File: src/rtl/alu_share_arb_pkg.sv
// Shared definitions for the two-requester ALU arbiter:
// ALU opcode encodings and the result-slot state type.
package alu_share_arb_pkg;

  localparam int ALU_OP_W = 3;

  localparam logic [ALU_OP_W-1:0] ALU_ADD = 3'b000;
  localparam logic [ALU_OP_W-1:0] ALU_SUB = 3'b001;
  localparam logic [ALU_OP_W-1:0] ALU_AND = 3'b010;
  localparam logic [ALU_OP_W-1:0] ALU_OR  = 3'b011;
  localparam logic [ALU_OP_W-1:0] ALU_SRL = 3'b100;
  localparam logic [ALU_OP_W-1:0] ALU_SRA = 3'b101;

  typedef enum logic {
    ST_EMPTY = 1'b0,
    ST_FULL  = 1'b1
  } state_t;

endpackage

File: src/rtl/alu_share_arb_alu.sv
// Combinational ALU shared by both requesters.
// Shift amounts use B[4:0]; unused opcodes yield zero.
module alu_share_arb_alu
  import alu_share_arb_pkg::*;
#(
  parameter int WIDTH = 32
) (
  input  logic [WIDTH-1:0]    A,
  input  logic [WIDTH-1:0]    B,
  input  logic [ALU_OP_W-1:0] ALUOp,
  output logic [WIDTH-1:0]    C
);

  logic [4:0] shamt;
  assign shamt = B[4:0];

  // Decode the opcode into the selected datapath result.
  always_comb begin
    C = '0;
    case (ALUOp)
      ALU_ADD: C = A + B;
      ALU_SUB: C = A - B;
      ALU_AND: C = A & B;
      ALU_OR:  C = A | B;
      ALU_SRL: C = A >> shamt;
      ALU_SRA: C = WIDTH'($signed(A) >>> shamt);
      default: C = '0;
    endcase
  end

endmodule

File: src/rtl/alu_share_arb.sv
// Round-robin share of one ALU between two requesters,
// with a one-entry registered, id-tagged result slot.
module alu_share_arb
  import alu_share_arb_pkg::*;
#(
  parameter int WIDTH     = 32,
  parameter bit FIRST_PRI = 1'b0
) (
  input  logic                clk,
  input  logic                reset,
  input  logic                req0_valid,
  output logic                req0_ready,
  input  logic [WIDTH-1:0]    req0_A,
  input  logic [WIDTH-1:0]    req0_B,
  input  logic [ALU_OP_W-1:0] req0_op,
  input  logic                req1_valid,
  output logic                req1_ready,
  input  logic [WIDTH-1:0]    req1_A,
  input  logic [WIDTH-1:0]    req1_B,
  input  logic [ALU_OP_W-1:0] req1_op,
  output logic                res_valid,
  input  logic                res_ready,
  output logic [WIDTH-1:0]    res_C,
  output logic                res_id
);

  state_t            state_q, state_d;
  logic              last_q, last_d;
  logic [WIDTH-1:0]  res_c_q, res_c_d;
  logic              res_id_q, res_id_d;

  logic              slot_free;
  logic              gnt0, gnt1;
  logic              grant, sel;
  logic [WIDTH-1:0]  alu_a, alu_b, alu_c;
  logic [ALU_OP_W-1:0] alu_op;

  // Slot is free when empty or being drained this cycle.
  assign slot_free = !reset &&
    ((state_q == ST_EMPTY) || res_ready);

  // Round-robin grant: on conflict favour the
  // requester that did not win the last transfer.
  always_comb begin
    gnt0 = 1'b0;
    gnt1 = 1'b0;
    if (slot_free) begin
      unique case ({req1_valid, req0_valid})
        2'b01: gnt0 = 1'b1;
        2'b10: gnt1 = 1'b1;
        2'b11: begin
          gnt0 = last_q;
          gnt1 = !last_q;
        end
        default: ;
      endcase
    end
  end

  assign grant      = gnt0 | gnt1;
  assign sel        = gnt1;
  assign req0_ready = gnt0;
  assign req1_ready = gnt1;

  assign alu_a  = sel ? req1_A  : req0_A;
  assign alu_b  = sel ? req1_B  : req0_B;
  assign alu_op = sel ? req1_op : req0_op;

  alu_share_arb_alu #(
    .WIDTH (WIDTH)
  ) u_alu (
    .A     (alu_a),
    .B     (alu_b),
    .ALUOp (alu_op),
    .C     (alu_c)
  );

  // Slot FSM plus result/fairness next-state.
  always_comb begin
    state_d  = state_q;
    last_d   = last_q;
    res_c_d  = res_c_q;
    res_id_d = res_id_q;
    unique case (state_q)
      ST_EMPTY: if (grant) state_d = ST_FULL;
      ST_FULL:  if (res_ready && !grant)
                  state_d = ST_EMPTY;
      default:  state_d = ST_EMPTY;
    endcase
    if (grant) begin
      res_c_d  = alu_c;
      res_id_d = sel;
      last_d   = sel;
    end
  end

  // State and result registers, synchronous reset.
  always_ff @(posedge clk) begin
    if (reset) begin
      state_q  <= ST_EMPTY;
      last_q   <= !FIRST_PRI;
      res_c_q  <= '0;
      res_id_q <= 1'b0;
    end else begin
      state_q  <= state_d;
      last_q   <= last_d;
      res_c_q  <= res_c_d;
      res_id_q <= res_id_d;
    end
  end

  assign res_valid = (state_q == ST_FULL);
  assign res_C     = res_c_q;
  assign res_id    = res_id_q;

endmodule

File: config.mk
export PLATFORM = sky130hd
export DESIGN_NAME = alu_share_arb
export DESIGN_NICKNAME = d
export VERILOG_FILES = /design/src/rtl/alu_share_arb_pkg.sv /design/src/rtl/alu_share_arb_alu.sv /design/src/rtl/alu_share_arb.sv
export SDC_FILE = /design/constraint.sdc
export NUM_CORES = 1
export LEC_CHECK = 0
export CAP_MARGIN = 5
export CORE_UTILIZATION = 60
export CTS_BUF_LIST = sky130_fd_sc_hd__clkbuf_8
export DETAILED_ROUTE_END_ITERATION = 8
export DONT_BUFFER_PORTS = 1
export HOLD_SLACK_MARGIN = 0.06
export PLACE_DENSITY = 0.76
export SYNTH_ARGS = -nofsm -noshare
export SYNTH_HDL_FRONTEND = slang
export SYNTH_HIERARCHICAL = 1
export SYNTH_SLANG_ARGS = --single-unit
File: constraint.sdc
create_clock -name clk -period 7 [get_ports clk]
set_input_delay 0.7 -clock clk [delete_from_list [all_inputs] [get_ports clk]]
set_output_delay 0.7 -clock clk [all_outputs]
set_load 0.005 [all_outputs]
==> metrics.md <==
| Metric | Value |
|---|---|
| Internal Power | `~0.00066 W` |
| Root buffer cell | `clkbuf_8` |
| # clock sinks | `35` |
| Fin. max-slew vios | `0` |
| Sequential share of the synthesized area | `0.0926` |
| Synth warn | `6` |
| Multi-input logic area | `between 0.006 and 0.007 mm2` |
| Syn Std Cell Area | `~0.0076 mm2` |
| Total Routing Usage GR | `0.386` |
| Max Cap Viol | `0` |
| Slew HR | `0.242` |
| TritonCTS buffer count | `5` |
| Fin crit period | `a little over 6 ns` |
| Leak | `slightly below 3 nW` |
| Area grow syn2layout | `0.827%` |
| Cts hold-fix bufs | `0` |
| # Post-CTS Setup Buffers | `0` |
| Most frequent cells in the layout | `nand2_1 (128), a21oi_1 (71), mux2_2 (70), nor2_1 (62), o21ai_0 (62)` |
| # port buffers | `0` |
| Power density cells | `~170 mW/mm2` |
| Top cell type's share of synthesized area | `0.104` |
| Worst IR drop on VDD | `~0.000084 V` |
| Worst-margin pin slew | `1.14 ns` |
| Mapped Cells | `1017` |
| Gr ovfl total | `0` |
| FILL cells | `roughly 1200` |
| Gpl congestion | `between 1 and 1.5` |
| Post-synthesis register bit count | `35` |
| # DRC | `0` |
| CP max FO | `31` |
| Post-route ant nets | `0` |
| Mean post-synth cell area | `7.44 um2` |
| DIE WIDTH | `roughly 110 um` |
| WL/cell | `22.9 um` |
| Register area | `roughly 700 um2` |
| Largest cells by area after synthesis | `mux2_2 (10%), dfxtp_1 (9.3%), nand2_1 (6.4%)` |
| Critical path type | `in2reg` |
| DR vias/cell | `~7.2` |
| Synth area leader | `mux2_2` |
| Post-DP HPWL | `between 15000 and 20000 um` |
| Final Hold Vio Count | `0` |
| Startpoint types | `primary input` |
| Clock power share | `0.150` |
| Die area | `roughly 0.013 mm2` |
| Fmax | `around 160 MHz` |
| Status | `complete, no violations` |
| Worst Setup End Kind | `register` |
| Clock transition at path regs | `around 0.07 ns` |
| Ys async rst share | `0` |
| Part of the power in registers | `0.191` |
| Largest net degree at the start of global routing | `68` |
| CTS resizes | `0` |
| Synth Flop Type | `dfxtp_1` |
| Sw power | `0.000606 W` |
| RSZ-0062 raised after global routing | `no` |
| Syn Nets | `about 1200` |
| Die height | `roughly 110 um` |
| First-pass GRT wire length | `39100 um` |
| Post-synth EDFFs | `0` |
| H-Tree Depth | `2` |
| Worst Skew | `between 0.006 and 0.007 ns` |
| Vias in the first global route | `6958` |
| Data required, critical path | `between 7 and 8 ns` |
| Final setup TNS | `0 ns` |
| Initial antenna violation count | `0` |
| I/O pins | `between 150 and 200` |
| Crit path setup slack, layout | `~0.89 ns` |
| Core Box Area | `0.0122 mm2` |
| Net Sw Frac | `0.479` |
| Antenna Cells | `0` |
| DR iter-0 viols | `1026` |
| Tightest Hold Check Type | `in2reg` |
| Combinational power share | `0.660` |
| Worst path arrival time | `roughly 6.3 ns` |
| Pre-CTS WS | `just under 0.8 ns` |
| Share of post-route cells with drive strength above 1 | `0.138` |
| First drt pass iteration count | `6` |
| Via count | `around 8100` |
| CTS tree | `built` |
| Final setup fails | `0` |
| Most common cell after layout, fill and taps aside | `nand2_1` |
| Maximum clock path buffer count | `2` |
| Crit share post-route | `0.873` |
| Final WL | `around 26000 um` |
| Clock Latency Late Sink | `between 0.2 and 0.3 ns` |
| Initial core utilization | `0.622` |
| Library cells used by synthesis | `75` |
| Std cell rows | `40` |
| Final nets | `about 1100` |
-- worst paths after layout --
kind / depth (start not counted) / slack, ns / startpoint / end
hold / removal: 1 / 0.47 / reset / res_valid$_SDFF_PP0_
hold reg to reg: 2 / 0.48 / res_id$_SDFFE_PP0P_ / res_id$_SDFFE_PP0P_
setup reg to reg: 18 / 0.97 / res_valid$_SDFF_PP0_ / res_C[26]$_SDFFE_PP0P_
setup / recovery: 18 / 0.89 / req1_valid / res_C[26]$_SDFFE_PP0P_
-- state kept, by name, summed over array words and instances (netlist names) --
name,cells
last_q,1
res_valid,1
res_id,1
res_C,32
-- worst max-delay path: stages --
cell       delay, ns
inv_1           0.05
a2111oi_4       0.74
buf_12          0.30
mux2_2          0.41
nor4_1          0.59
nand4b_1        0.43
o21ai_0         0.32
xor2_1          0.18
ha_1            0.32
a21o_1          0.20
a21o_1          0.19
a2111oi_0       0.56
o211ai_1        0.26
a21bo_2         0.30
o311ai_0        0.37
o211ai_1        0.16
nand4_1         0.10
nand2_1         0.08
-- routing by layer --
layer,track usage,share of wire,wire [um],vias to the layer above
li1,-,-,-,3735
met1,0.519,0.42,10800,3745
met2,0.594,0.44,11200,521
met3,0.0704,0.090,2300,84
met4,0.184,0.051,1310,0
met5,0,0,0,-
-- metrics by stage --
| stage | cells | total power, W | hold slack (ns) | util | cell area [um2] |
|---|---|---|---|---|---|
| after floorplan | 1017 | 0.000869 | 0.448 | - | 7560 |
| after CTS | 1119 | 0.00124 | 0.458 | 0.627 | 7630 |
| after global placement | 1111 | 0.00104 | 0.462 | 0.617 | 7510 |
| after global routing | 1119 | 0.00134 | 0.450 | 0.627 | 7630 |
| after detailed placement | 1111 | 0.00105 | 0.475 | 0.617 | 7510 |
| final | 1119 | 0.00127 | 0.466 | 0.627 | 7630 |
-- power groups by stage --
stage / combinational [W] / clock [W] / sequential (W)
4_1_cts: 0.000808 / 0.000192 / 0.000241
3_5_place_dp: 0.000801 / 0 / 0.000246
6_report: 0.000835 / 0.000190 / 0.000241
2_1_floorplan: 0.000628 / 0 / 0.000240
3_3_place_gp: 0.000797 / 0 / 0.000245
5_1_grt: 0.000901 / 0.000200 / 0.000243
-- cell usage after synthesis, drive strengths merged, types with 5 or more instances --
master  count
nand2     128
mux2       79
a21oi      71
nor2       63
o21ai      62
clkbuf     58
o211ai     47
nand4      40
dfxtp      35
mux2i      35
ha         34
buf        30
maj3       26
xnor2      25
inv        21
xor2       21
a21o       14
nand3      14
mux4       13
a211oi     12
a31oi      12
nor3       11
and3       10
o21a       10
nor2b       8
o22ai       8
a221oi      7
nor4        7
o21bai      7
o311ai      7
o31ai       7
and2        6
nand3b      6
or3         6
o221ai      5
o41ai       5
or2         5
-- cell families after synthesis --
group                      share of synthesized area
muxes                                          0.207
xor gates and xnor gates                      0.0533
adders and majority gates                     0.0933
DFF                                           0.0926
and+or+nand+nor                                0.202
buffers and inverters                         0.0640
AOI/OAI and AO/OA                              0.288
-- cell type report --
class	instances	share of cell area
inverter	21	0.0103
clock inverter	2	0.00459
sequential	35	0.0919
tap	168	0.0276
clock buffer	6	0.0108
multi-input combinational	873	0.838
timing repair buffer	14	0.0171
No activity file was read; power rests on OpenSTA's default activity.
